--- src/rtl/nexys4_io_hub.sv ---
// nexys4_io_hub: PicoBlaze (KCPSM6) I/O decoder with a generic input/output
// port bank and a small edge-triggered interrupt controller
// (pending / mask / cause registers plus an EOI re-arm handshake).
// Optional build macro NEXYS4_IO_HUB_SYNC_EN adds 2-flop synchronisers on
// in_ports and irq_req. Without it, inputs are assumed to be already
// synchronous to sysclk.
module nexys4_io_hub #(
  parameter int         NUM_IN   = 8,
  parameter int         NUM_OUT  = 16,
  parameter int         NUM_IRQ  = 4,
  parameter logic [7:0] OUT_BASE = 8'h40,
  parameter logic [7:0] IRQ_BASE = 8'hF0
) (
  input  logic                   sysclk,
  input  logic                   sysreset,
  input  logic                   write_strobe,
  input  logic                   read_strobe,
  input  logic [7:0]             port_id,
  input  logic [7:0]             io_data_in,
  output logic [7:0]             io_data_out,
  output logic                   interrupt,
  input  logic                   interrupt_ack,
  input  logic [NUM_IN*8-1:0]    in_ports,
  output logic [NUM_OUT*8-1:0]   out_ports,
  input  logic [NUM_IRQ-1:0]     irq_req,
  output logic [NUM_IRQ-1:0]     irq_pending
);

  localparam int IN_HI  = NUM_IN - 1;
  localparam int OUT_LO = int'(OUT_BASE);
  localparam int OUT_HI = OUT_LO + NUM_OUT - 1;
  localparam int IRQ_LO = int'(IRQ_BASE);
  localparam int IRQ_HI = IRQ_LO + 2;

  localparam logic [7:0] ADDR_PEND  = IRQ_BASE;
  localparam logic [7:0] ADDR_MASK  = 8'(IRQ_LO + 1);
  localparam logic [7:0] ADDR_CAUSE = 8'(IRQ_LO + 2);

  // Reject illegal sizes and overlapping address windows at elaboration.
  if (NUM_IN < 1 || NUM_IN > 64) begin : g_bad_num_in
    $error("nexys4_io_hub: NUM_IN must be 1..64");
  end
  if (NUM_OUT < 1 || NUM_OUT > 64) begin : g_bad_num_out
    $error("nexys4_io_hub: NUM_OUT must be 1..64");
  end
  if (NUM_IRQ < 1 || NUM_IRQ > 8) begin : g_bad_num_irq
    $error("nexys4_io_hub: NUM_IRQ must be 1..8");
  end
  if (OUT_HI > 255 || IRQ_HI > 255) begin : g_bad_window_end
    $error("nexys4_io_hub: address window runs past 8'hFF");
  end
  if (OUT_LO <= IN_HI || IRQ_LO <= IN_HI ||
      (OUT_LO <= IRQ_HI && IRQ_LO <= OUT_HI)) begin : g_bad_overlap
    $error("nexys4_io_hub: address windows overlap");
  end

  logic [NUM_IN*8-1:0]  in_s;
  logic [NUM_IRQ-1:0]   irq_s;
  logic [NUM_OUT*8-1:0] out_q;
  logic [NUM_IRQ-1:0]   pending;
  logic [NUM_IRQ-1:0]   mask;
  logic [NUM_IRQ-1:0]   irq_hist;
  logic [NUM_IRQ-1:0]   irq_edge;
  logic [NUM_IRQ-1:0]   w1c_bits;
  logic                 armed;
  logic                 wr_pend;
  logic                 wr_mask;
  logic [7:0]           pend_b;
  logic [7:0]           mask_b;
  logic [7:0]           cause_b;
  logic [7:0]           rd_mux;

  // Reads are not qualified by read_strobe (PicoBlaze samples a free-running mux).
  logic unused_read_strobe;
  assign unused_read_strobe = read_strobe;

`ifdef NEXYS4_IO_HUB_SYNC_EN
  logic [NUM_IN*8-1:0] in_meta;
  logic [NUM_IRQ-1:0]  irq_meta;

  // Two-flop synchronisers for asynchronous board inputs.
  always_ff @(posedge sysclk or negedge sysreset) begin
    if (!sysreset) begin
      in_meta  <= '0;
      in_s     <= '0;
      irq_meta <= '0;
      irq_s    <= '0;
    end else begin
      in_meta  <= in_ports;
      in_s     <= in_meta;
      irq_meta <= irq_req;
      irq_s    <= irq_meta;
    end
  end
`else
  assign in_s  = in_ports;
  assign irq_s = irq_req;
`endif

  assign wr_pend  = write_strobe && (port_id == ADDR_PEND);
  assign wr_mask  = write_strobe && (port_id == ADDR_MASK);
  assign irq_edge = irq_s & ~irq_hist;
  assign w1c_bits = wr_pend ? io_data_in[NUM_IRQ-1:0] : '0;

  // Zero-extend the interrupt registers to a full byte for read-back.
  always_comb begin
    pend_b  = 8'h00;
    mask_b  = 8'h00;
    cause_b = 8'h00;
    pend_b[NUM_IRQ-1:0]  = pending;
    mask_b[NUM_IRQ-1:0]  = mask;
    cause_b[NUM_IRQ-1:0] = pending & mask;
  end

  // Address decode for the read mux; anything unmapped reads as zero.
  always_comb begin
    rd_mux = 8'h00;
    for (int k = 0; k < NUM_IN; k++) begin
      if (port_id == 8'(k)) rd_mux = in_s[8*k +: 8];
    end
    for (int k = 0; k < NUM_OUT; k++) begin
      if (port_id == 8'(OUT_LO + k)) rd_mux = out_q[8*k +: 8];
    end
    if (port_id == ADDR_PEND)  rd_mux = pend_b;
    if (port_id == ADDR_MASK)  rd_mux = mask_b;
    if (port_id == ADDR_CAUSE) rd_mux = cause_b;
  end

  // Registered read data and output-port writes.
  always_ff @(posedge sysclk or negedge sysreset) begin
    if (!sysreset) begin
      io_data_out <= 8'h00;
      out_q       <= '0;
    end else begin
      io_data_out <= rd_mux;
      for (int k = 0; k < NUM_OUT; k++) begin
        if (write_strobe && port_id == 8'(OUT_LO + k)) out_q[8*k +: 8] <= io_data_in;
      end
    end
  end

  // Interrupt controller: edge capture, W1C/EOI, mask and ack handshake.
  // A new edge beats a W1C of the same bit; ack beats a new request.
  always_ff @(posedge sysclk or negedge sysreset) begin
    if (!sysreset) begin
      irq_hist  <= '0;
      pending   <= '0;
      mask      <= '0;
      armed     <= 1'b1;
      interrupt <= 1'b0;
    end else begin
      irq_hist <= irq_s;
      pending  <= (pending & ~w1c_bits) | irq_edge;
      if (wr_mask) mask <= io_data_in[NUM_IRQ-1:0];
      if (interrupt_ack) begin
        armed     <= 1'b0;
        interrupt <= 1'b0;
      end else begin
        if (wr_pend) armed <= 1'b1;
        if (|(pending & mask) && armed) interrupt <= 1'b1;
      end
    end
  end

  assign out_ports   = out_q;
  assign irq_pending = pending;

endmodule

--- config.mk ---
export PLATFORM = sky130hd
export DESIGN_NAME = nexys4_io_hub
export DESIGN_NICKNAME = d
export VERILOG_FILES = /design/src/rtl/nexys4_io_hub.sv
export SDC_FILE = /design/constraint.sdc
export NUM_CORES = 1
export LEC_CHECK = 0
export BUFFER_PORTS_ARGS = -buffer_cell sky130_fd_sc_hd__buf_2
export CORE_MARGIN = 5
export CORE_UTILIZATION = 52
export DETAILED_ROUTE_END_ITERATION = 16
export PLACE_DENSITY = 0.87
export SLEW_MARGIN = 20
export SYNTH_ARGS = -nofsm -noshare
export SYNTH_HDL_FRONTEND = slang
export SYNTH_SLANG_ARGS = --single-unit
--- constraint.sdc ---
create_clock -name sysclk -period 1.9 [get_ports sysclk]
set_clock_uncertainty 0.05 [all_clocks]
set_input_delay 0.19 -clock sysclk [delete_from_list [all_inputs] [get_ports sysclk]]
set_output_delay 0.19 -clock sysclk [all_outputs]
set_load 0.05 [all_outputs]
---- After elaboration in Yosys (flattened, before gate mapping) ----
Cells that the tools add are included.
word-level totals
  bits of input ports ..................... 89
  logic and storage cells ................. 109
  bits in registers ....................... 150
  output and inout bits ................... 141
operators by class
  muxes and demuxes ....................... 32
  eq/ne operators ......................... 26
  bitwise logic cells ..................... 6
  reduce and logical (&&, ||, !) cells .... 23
operators with widths
  kind                  number
  $mux W8               27
  $eq A8 B7 Y1 const B  16
  $eq A8 B3 Y1 const B  4
  $eq A8 B8 Y1 const B  3
  $logic_and A1 B1 Y1   19
  $eq A8 B2 Y1 const B  2
  $and A4 B4 Y4         3
  $eq A8 B1 Y1 const B  1
  $logic_not A8 Y1      1
  $not A4 Y4            2
  $mux W1               4
  $mux W4               1
  $or A4 B4 Y4          1
  $reduce_bool A2 Y1    2
  $reduce_or A4 Y1      1

---- Longest topological paths before layout ----
Gate-level depths: netlist of the first run.
  word-level depth ........................ 28
  gate-level depth with buffers ........... 9
  mapped depth without buffers ............ 6

---- Worst setup path after synthesis of the first run ----
No wires, ideal clock.
  kind .................................... input to register
  from .................................... input port_id[4]
  to ...................................... register out_q[78] (netlist: out_ports[78])
  stages on the path ...................... 6
  arrival ................................. 1.866 ns
  data required time ...................... 1.725 ns
  path buffers ............................ 2
  setup time .............................. 0.125 ns
  setup slack ............................. -0.140 ns
  cells stage by stage .................... or4b_1 -> buf_4 -> or2_1 -> buf_6 -> nor2_2 -> mux2_2
on the way
  cells in the longest elaborated chain, start to end .. 2
ends and longest elaborated chain
  item                           line  text
  start, declared                18    input logic [7:0] port_id,
  $eq A8 B7 Y1                   137   if (write_strobe && port_id == 8'(OUT_LO + k)) out_q[8*k +: 8] <= io_data_in;
  $logic_and A1 B1 Y1            137
  end signal, assigned by index  137
  end, declared                  59    logic [NUM_OUT*8-1:0] out_q;
No other way between the ends.
A chain may end at the register's enable or synchronous reset.

---- Worst setup path after layout of the first run ----
  from .................................... input port_id[4]
  to ...................................... register io_data_out[3]
on the way
  cells in the longest elaborated chain, start to end .. 28
  elaborated cells on any way between the ends .. 54
  those cells by class .................... 26 x eq/ne; 27 x mux; 1 x reduce/logical
ends and longest elaborated chain
  item                    line  text
  $logic_not A8 Y1        119   if (port_id == 8'(k)) rd_mux = in_s[8*k +: 8];
  $mux W8 (8 in series)   119
  $mux W8 (16 in series)  122   if (port_id == 8'(OUT_LO + k)) rd_mux = out_q[8*k +: 8];
  $mux W8                 124   if (port_id == ADDR_PEND) rd_mux = pend_b;
  $mux W8                 125   if (port_id == ADDR_MASK) rd_mux = mask_b;
  $mux W8 (*)             126   if (port_id == ADDR_CAUSE) rd_mux = cause_b;
  named net rd_mux[3]     71    logic [7:0] rd_mux;
  end signal, assigned    135   io_data_out <= rd_mux;
  end, declared           20    output logic [7:0] io_data_out,
Mark *: on every way through the listed nets, which the timed path passes. The rest lies on a longest branch.

==> impl_metrics.json, run 1 <==
{
  "status": "finished, final reports clean",
  "min-delay-start": "in_ports[60]",
  "synth.cell_area_um2": 7840,
  "port_buffers": 228,
  "placed_area_um2": 10300,
  "slew_headroom_pct": 54.6,
  "hold_class": "in2reg",
  "nets": 1130,
  "clk_pin_slew_ps": 60,
  "fin_crit_sh_pct": 98.5,
  "via_per_inst": 6.41,
  "worstSetupPathDepth": 8,
  "timing.rr.start": "out_ports[117]",
  "ioPinCount": 230,
  "synth_flop_cell": "dfrtp_1",
  "reg2reg_depth": 5,
  "cts-root-buf": "clkbuf_16",
  "grt_pass1_vias": 7938,
  "fmax_mhz": 534,
  "syn2layout_area_growth_pct": 39.4,
  "maxSlewViolCount": 0,
  "cp.required_ps": 2150,
  "hold_depth": 5,
  "max-vdd-ir-drop_uv": 537,
  "async_reset_ff_share_pct": 100,
  "cp_cell_sequence": "buf_2 -> or4b_4 -> nor2_1 -> buf_4 -> and3_1 -> nor3_1 -> a311oi_1 -> o21ai_0",
  "layout_setup_ws_ps": 29.0,
  "grt_max_degree": 49,
  "final_cells": 1237,
  "maxCapViolations": 0,
  "dp_slack_ps": -419,
  "cp.arrival_ps": 2120,
  "path_class": "in2reg",
  "synth_seq_cells": 150,
  "wl_per_cell_um": 24.9,
  "met2_length_um": 14200,
  "wl_met1_um": 11600,
  "netlist_instances": 683,
  "worstSetupEndpointType": "flop",
  "cts.sinks": 150,
  "critical_path_buf_inv_count": 2,
  "fillerInstances": 990,
  "r2r_end": "io_data_out[5]",
  "r2r_setup_slack_ps": 80,
  "crit_path_max_fanout": 9,
  "synth-seq-area-share_pct": 47.9,
  "worst_setup_path_start_kind": "primary input",
  "route.detailed.drc": 0,
  "placementRows": 44,
  "slowest_stage": "or4b_4",
  "p_leak_nw": 5.65,
  "min_to": "io_data_out[4]",
  "slowest_delay_ps": 570,
  "start_util_pct": 53.5,
  "top_layer": "met4",
  "powerDensity_nw_per_um2": 751,
  "numCtsBuffers": 17,
  "synth_nets": 772,
  "dieArea_um2": 17600,
  "die_width_um": 133,
  "hold_viol": 0,
  "vias": 7935,
  "clk_latency_ps": 430,
  "synth_edf_count": 0,
  "rsz0062_at_grt": "no",
  "gp_congestion": 1.03,
  "place_inst": 1200,
  "synth_warnings": 0,
  "htree_num_levels": 4,
  "dp_hpwl_um": 23600,
  "drive_above_1_share_pct": 55.9,
  "cts_setup_buffers": 0,
  "wl_um": 30800,
  "drt_pre_antenna_iters": 5,
  "grt_usage_pct": 34.4,
  "gr-total-overflow": 0,
  "final_cell_area_um2": 10900,
  "wl_met3_um": 3460,
  "worst_slew_pin_slew_ps": 664,
  "grt_pass1_wl_um": 46400,
  "avgSynthCellArea_um2": 11.5,
  "min_period_ps": 1870,
  "fin_setup_tns_ps": 0,
  "antenna_found_initial": 1,
  "core-area_um2": 14600,
  "ys_types": 69,
  "postRouteAntennaNets": 0,
  "setup_violations": 0,
  "clk_path_buf_depth": 2,
  "drtIter0Drc": 810,
  "die_height_um": 133,
  "cts_tree": "built",
  "crit_family": "simple AND/OR/NAND/NOR gates"
}
[final cells by class]
| cell class | count | area (um2) | share of cell area, % |
|---|---|---|---|
| Multi-Input combinational cell | 478 | 3840 | 35.1 |
| Sequential cell | 150 | 3750 | 34.4 |
| Timing Repair Buffer | 387 | 2520 | 23.1 |
| Clock buffer | 22 | 474 | 4.34 |
| Tap cell | 184 | 230 | 2.11 |
| Clock inverter | 8 | 76.3 | 0.699 |
| Inverter | 7 | 26.3 | 0.240 |
| Antenna cell | 1 | 2.50 | 0.0229 |
[stage by stage]
stage / utilization [%] / total power [mW] / hold WS (ps)
floorplan: - / 4.39 / -156
global placement: 70.3 / 5.02 / 100
detailed placement: 70.3 / 5.04 / 104
CTS: 74.5 / 8.21 / 129
global route: 74.6 / 8.43 / 153
finish: 74.6 / 8.21 / 142
[where the power goes]
part	total [mW]	internal [mW]	switching, mW
Combinational	1.55	0.502	1.04
Sequential	3.48	3.34	0.140
Clock	3.18	1.88	1.30
Total	8.21	5.73	2.48
[tightest hold or removal path, delay by kind of cell]
kind	cells	cell delay (ps)
buffers and inverters	1	100
AO/OA/AOI/OAI	1	80
AND/OR/NAND/NOR	3	200
[worst max-delay path by stage]
stage	start	end	slack, ps
6_report	port_id[4]	io_data_out[3]	30
2_1_floorplan	port_id[4]	io_data_out[6]	-50
3_5_place_dp	port_id[0]	io_data_out[0]	-420
3_3_place_gp	port_id[0]	io_data_out[0]	-420
5_1_grt	port_id[4]	io_data_out[3]	10
4_1_cts	port_id[0]	io_data_out[0]	30
[logic make-up (layout without fill, tap and decap cells)]
family | Yosys count | in the layout | synth area share (%)
AOI/OAI and AO/OA | 148 | 148 | 13.0
buffers and inverters | 55 | 424 | 4.04
DFF | 150 | 150 | 47.9
muxes | 161 | 161 | 23.9
other | 0 | 1 | 0
and+or+nand+nor | 169 | 169 | 11.2
[cell usage in the layout, fill, tap and decap left out, drive strengths merged, types with 11 or more instances in the layout]
cell	netlist	final
buf	19	380
dfrtp	149	149
mux2	139	139
nand2	43	43
nor2	41	41
o21ai	33	33
nand3	27	27
a21oi	26	26
clkbuf	29	23
mux2i	15	15
o22ai	12	12
and3	11	11
[sequential cells by signal, indices dropped and copies added (netlist names)]
register,count
out_ports,128
io_data_out,8
armed,1
mask,4
interrupt,1
irq_pending,4
irq_hist,4
[Yosys cell counts (all sizes together) (4+ instances only)]
library cell | number | share of area (%)
dfrtp | 149 | 48
mux2 | 139 | 20
nand2 | 43 | 2.1
nor2 | 41 | 2.4
o21ai | 33 | 2.1
clkbuf | 29 | 2.0
nand3 | 27 | 1.9
a21oi | 26 | 1.7
buf | 19 | 1.7
mux2i | 15 | 1.9
o22ai | 12 | 0.96
and3 | 11 | 0.88
a22oi | 10 | 0.96
nor3 | 10 | 0.64
nand4 | 9 | 0.72
a221oi | 7 | 0.78
mux4 | 7 | 2.0
o221ai | 7 | 0.78
a22o | 6 | 0.67
inv | 5 | 0.24
or2 | 5 | 0.40
a2111oi | 4 | 0.45
a211oi | 4 | 0.38
a31oi | 4 | 0.32
nand2b | 4 | 0.32
nor2b | 4 | 0.32
o211ai | 4 | 0.38
[per-layer routing]
layer	up-vias	GRT usage, %
met5	-	0
met4	0	18.4
met1	3857	44.1
met3	115	7.97
met2	649	54.3
li1	3314	-
[timing repair]
item,4_1_cts,5_1_grt
resized for setup,0,4
endpoints found under the hold margin,55,0
hold buffers,6,0
setup endpoints to repair,0,5
No activity file was read; power rests on OpenSTA's default activity.
==> run 2, diff against run 1 <==
--- a/config.mk
+++ b/config.mk
@@ -10,6 +10,7 @@
 export CORE_UTILIZATION = 52
 export DETAILED_ROUTE_END_ITERATION = 16
 export PLACE_DENSITY = 0.87
+export RECOVER_POWER = 50
 export SLEW_MARGIN = 20
 export SYNTH_ARGS = -nofsm -noshare
 export SYNTH_HDL_FRONTEND = slang
==> run 2 against run 1 <==
Effect of this change: routed wire length fell by 0.12%; critical endpoint unchanged; highest routed layer unchanged; non-clock buffer count did not move; via count fell by 0.73%; final cell count did not move; register-to-register slack got worse by 20 ps; sequential power barely moved; critical path type unchanged.
==> impl_metrics.json, run 2 (synthesis results as in run 1) <==
{
  "status": "finished, final reports clean",
  "fmax_mhz": 532,
  "nets": 1130,
  "wl_um": 30700,
  "start_util_pct": 53.5,
  "setup_violations": 0,
  "wl_per_cell_um": 24.8,
  "cts_setup_buffers": 0,
  "grt_pass1_wl_um": 46400,
  "cts-root-buf": "clkbuf_16",
  "grt_max_degree": 49,
  "gp_congestion": 1.03,
  "dp_slack_ps": -419,
  "most-common-layout-cells": "buf_2 (157), dfrtp_1 (149), mux2_2 (139), buf_4 (139), clkbuf_1 (72)",
  "die_height_um": 133,
  "vias": 7877,
  "worstSetupEndpointType": "flop",
  "hold_class": "in2reg",
  "via_per_inst": 6.37,
  "layout_setup_ws_ps": 21.9,
  "clk_latency_ps": 430,
  "worst_slew_pin_slew_ps": 1250,
  "max-vdd-ir-drop_uv": 539,
  "post-route-util_pct": 73.9,
  "cts.sinks": 150,
  "p_leak_nw": 5.35,
  "cts_tree": "built",
  "placementRows": 44,
  "path_class": "in2reg",
  "placed_area_um2": 10300,
  "route.detailed.drc": 0,
  "drive_above_1_share_pct": 49.2,
  "dieArea_um2": 17600,
  "powerDensity_nw_per_um2": 756,
  "largest_reg_flops": 128,
  "htree_num_levels": 4,
  "drt_pre_antenna_iters": 5,
  "numCtsBuffers": 17,
  "port_buffers": 228,
  "worst_setup_path_start_kind": "primary input",
  "antenna_found_initial": 1,
  "ioPinCount": 230,
  "drtIter0Drc": 809,
  "core-area_um2": 14600,
  "grt_pass1_vias": 7938,
  "whs_ps": 139,
  "fillerInstances": 1035,
  "postRouteAntennaNets": 0,
  "min_period_ps": 1880,
  "fin_setup_tns_ps": 0,
  "fin_crit_sh_pct": 98.8,
  "rsz0062_at_grt": "no",
  "crit_path_max_fanout": 9,
  "cp.arrival_ps": 2130,
  "syn2layout_area_growth_pct": 38.1,
  "final_cell_area_um2": 10800,
  "layout_commonest_cell": "buf_2",
  "slew_headroom_pct": 16.5,
  "cp.required_ps": 2150,
  "clk_pin_slew_ps": 60,
  "grt_usage_pct": 34.4,
  "maxCapViolations": 0,
  "die_width_um": 133,
  "gr-total-overflow": 0,
  "hold_viol": 0,
  "clk_path_buf_depth": 2,
  "maxSlewViolCount": 0,
  "dp_hpwl_um": 23600
}
[run 2: cell count changes in the layout (fill, tap and decap cells not counted), sizes merged]
cell	change
buf	-71
clkbuf	+71
[run 2: worst paths after layout]
kind                                startpoint        endpoint  slack [ps]  cells past startpoint
worst max-delay path                port_id[4]  io_data_out[3]          20                      8
worst min-delay path              in_ports[60]  io_data_out[4]         140                      5
worst max register to register  out_ports[117]  io_data_out[5]          60                      5
worst min register to register           armed           armed         450                      2
max in group asynchronous             sysreset  out_ports[113]         340                      3
min in group asynchronous             sysreset    out_ports[7]         510                      2
[run 2: cell type report]
type	count	area [um2]	area share [%]
clock buffer	22	474	4.38
timing repair buffer	387	2420	22.4
antenna	1	2.50	0.0231
clock inverter	8	76.3	0.705
multi-input combinational	478	3840	35.5
inverter	7	26.3	0.243
tap	184	230	2.13
sequential	150	3750	34.7
[run 2: per-layer routing]
metal	wire, um	vias to the layer above	GRT usage (%)
met3	3280	109	7.97
met2	14200	603	54.3
met4	1520	0	18.4
met1	11700	3853	44.1
met5	0	-	0
li1	-	3312	-
[run 2: through the flow]
step,power (mW),std cells
final,8.19,1237
after global routing,8.42,1237
after CTS,8.21,1236
after detailed placement,5.04,1200
after global placement,5.02,1200
after floorplan,4.39,683
[run 2: timing repair]
action	in CTS	in global routing
resized for setup	0	4
endpoints found under the setup margin	0	5
hold buffers	6	0
endpoints found under the hold margin	55	0
[run 2: power by group]
group	internal, mW	switching (mW)	total (mW)	leakage [nW]
Combinational	0.480	1.04	1.52	3.06
Sequential	3.34	0.142	3.49	2.03
Clock	1.88	1.30	3.18	0.264
Total	5.71	2.48	8.19	5.35
[run 2: critical path: stages]
cell	delay, ps
buf_2	120
or4b_4	570
nor2_1	240
buf_4	250
and3_1	180
nor3_1	60
a311oi_1	390
o21ai_0	130
==> run 3, diff against run 2 <==
--- a/config.mk
+++ b/config.mk
@@ -8,6 +8,7 @@
 export BUFFER_PORTS_ARGS = -buffer_cell sky130_fd_sc_hd__buf_2
 export CORE_MARGIN = 5
 export CORE_UTILIZATION = 52
+export CTS_BUF_LIST = sky130_fd_sc_hd__clkbuf_16
 export DETAILED_ROUTE_END_ITERATION = 16
 export PLACE_DENSITY = 0.87
 export RECOVER_POWER = 50
==> run 3 against run 2 <==
Effect of this change: combinational power is essentially flat; non-clock buffer count is the same; final area shrank 0.28%; sequential cell count is the same; count of clock-buffer cells in the layout shrank 5; register-to-register slack is essentially flat; clock power shrank 4%; largest cell class unchanged.
==> impl_metrics.json, run 3 (synthesis results as in run 1) <==
{
  "fin_setup_tns_ps": 0,
  "numCtsBuffers": 17,
  "placementRows": 44,
  "start_util_pct": 53.5,
  "slew_headroom_pct": 16.9,
  "gr-total-overflow": 0,
  "setup_violations": 0,
  "maxSlewViolCount": 0,
  "hold_viol": 0,
  "max-vdd-ir-drop_uv": 539,
  "via_per_inst": 6.42,
  "htree_num_levels": 4,
  "gp_congestion": 1.03,
  "worst_slew_pin_slew_ps": 1250,
  "fin_crit_sh_pct": 99.3,
  "ioPinCount": 230,
  "clk_pin_slew_ps": 60,
  "powerDensity_nw_per_um2": 745,
  "grt_max_degree": 49,
  "clk_latency_ps": 430,
  "route.detailed.drc": 0,
  "wl_um": 30800,
  "status": "finished, final reports clean",
  "min-delay-start": "in_ports[60]",
  "largest_reg_flops": 128,
  "post-route-util_pct": 73.7,
  "grt_pass1_wl_um": 46300,
  "hold_class": "in2reg",
  "cts.sinks": 150,
  "crit_path_max_fanout": 9,
  "path_class": "in2reg",
  "maxCapViolations": 0,
  "worstSetupEndpointType": "flop",
  "drive_above_1_share_pct": 49.0,
  "drtIter0Drc": 824,
  "final_cells": 1237,
  "setup.worst_path.start": "port_id[4]",
  "nets": 1130,
  "grt_pass1_vias": 7978,
  "fmax_mhz": 530,
  "port_buffers": 228,
  "layout_commonest_cell": "buf_2",
  "antenna_found_initial": 1,
  "postRouteAntennaNets": 0,
  "dieArea_um2": 17600,
  "core-area_um2": 14600,
  "die_height_um": 133,
  "cp.arrival_ps": 2130,
  "cp.required_ps": 2150,
  "drt_pre_antenna_iters": 5,
  "syn2layout_area_growth_pct": 37.8,
  "cts_tree": "built",
  "min_period_ps": 1890,
  "vias": 7936,
  "die_width_um": 133,
  "cts-root-buf": "clkbuf_16",
  "worst_setup_path_start_kind": "primary input",
  "timing.rr.start": "out_ports[117]",
  "place_inst": 1200,
  "dp_hpwl_um": 23600,
  "rsz0062_at_grt": "no",
  "wl_per_cell_um": 24.9,
  "clk_path_buf_depth": 2,
  "most-common-layout-cells": "buf_2 (157), dfrtp_1 (149), mux2_2 (139), buf_4 (139), clkbuf_1 (70)",
  "p_leak_nw": 5.35,
  "grt_usage_pct": 34.4
}
==> run 3: changes by cell type in the layout (fill, tap and decap cells not counted) <==
cell and change:
clkbuf_1 -2, clkbuf_8 -3, clkinv_1 +3, inv_1 +2
==> run 3: critical path, cell delays in order <==
cell and delay [ps]:
buf_2 120, or4b_4 570, nor2_1 240, buf_4 240
and3_1 170, nor3_1 60, a311oi_1 380, o21ai_0 150
==> run 3: where the power goes <==
part	internal (mW)	leakage [nW]	total (mW)	switching, mW
Clock	1.75	0.255	3.04	1.29
Sequential	3.34	2.03	3.49	0.142
Combinational	0.480	3.06	1.52	1.04
==> run 3: stage by stage <==
stage                     power (mW)  setup slack [ps]  instance area [um2]  hold WS [ps]
after floorplan                 4.39             -51.1                 7900          -156
after global placement          5.02              -415                10300           100
after detailed placement        5.04              -419                10300           104
after CTS                       8.08              28.8                10900           129
after global routing            8.28              5.23                10800           151
final                           8.05              14.1                10800           144
==> run 3: layout make-up <==
class | instances | area, um2
clock buffer | 17 | 425
fill | 1040 | 3840
clock inverter | 13 | 95.1
inverter | 7 | 26.3
sequential | 150 | 3750
tap | 184 | 230
multi-input combinational | 478 | 3840
antenna | 1 | 2.50
timing repair buffer | 387 | 2420
==> run 3: worst paths after layout <==
path	to	slack (ps)	cells past startpoint
min in group asynchronous	out_ports[7]	510	2
max	io_data_out[3]	10	8
max reg2reg	io_data_out[5]	60	5
min	io_data_out[4]	140	5
min reg2reg	armed	450	2
max in group asynchronous	out_ports[113]	340	3
==> run 3: per-layer routing <==
metal	global-route usage [%]	vias up	routed length (um)
li1	-	3310	-
met1	44.1	3897	11700
met2	53.9	605	14200
met3	8.31	124	3230
met4	18.6	0	1650
met5	0	-	0
==> run 3: repair_timing <==
action,4_1_cts,5_1_grt
endpoints found under the hold margin,55,0
buffers inserted,0,0
resized for setup,0,4
endpoints found under the setup margin,0,5
hold buffers,6,0
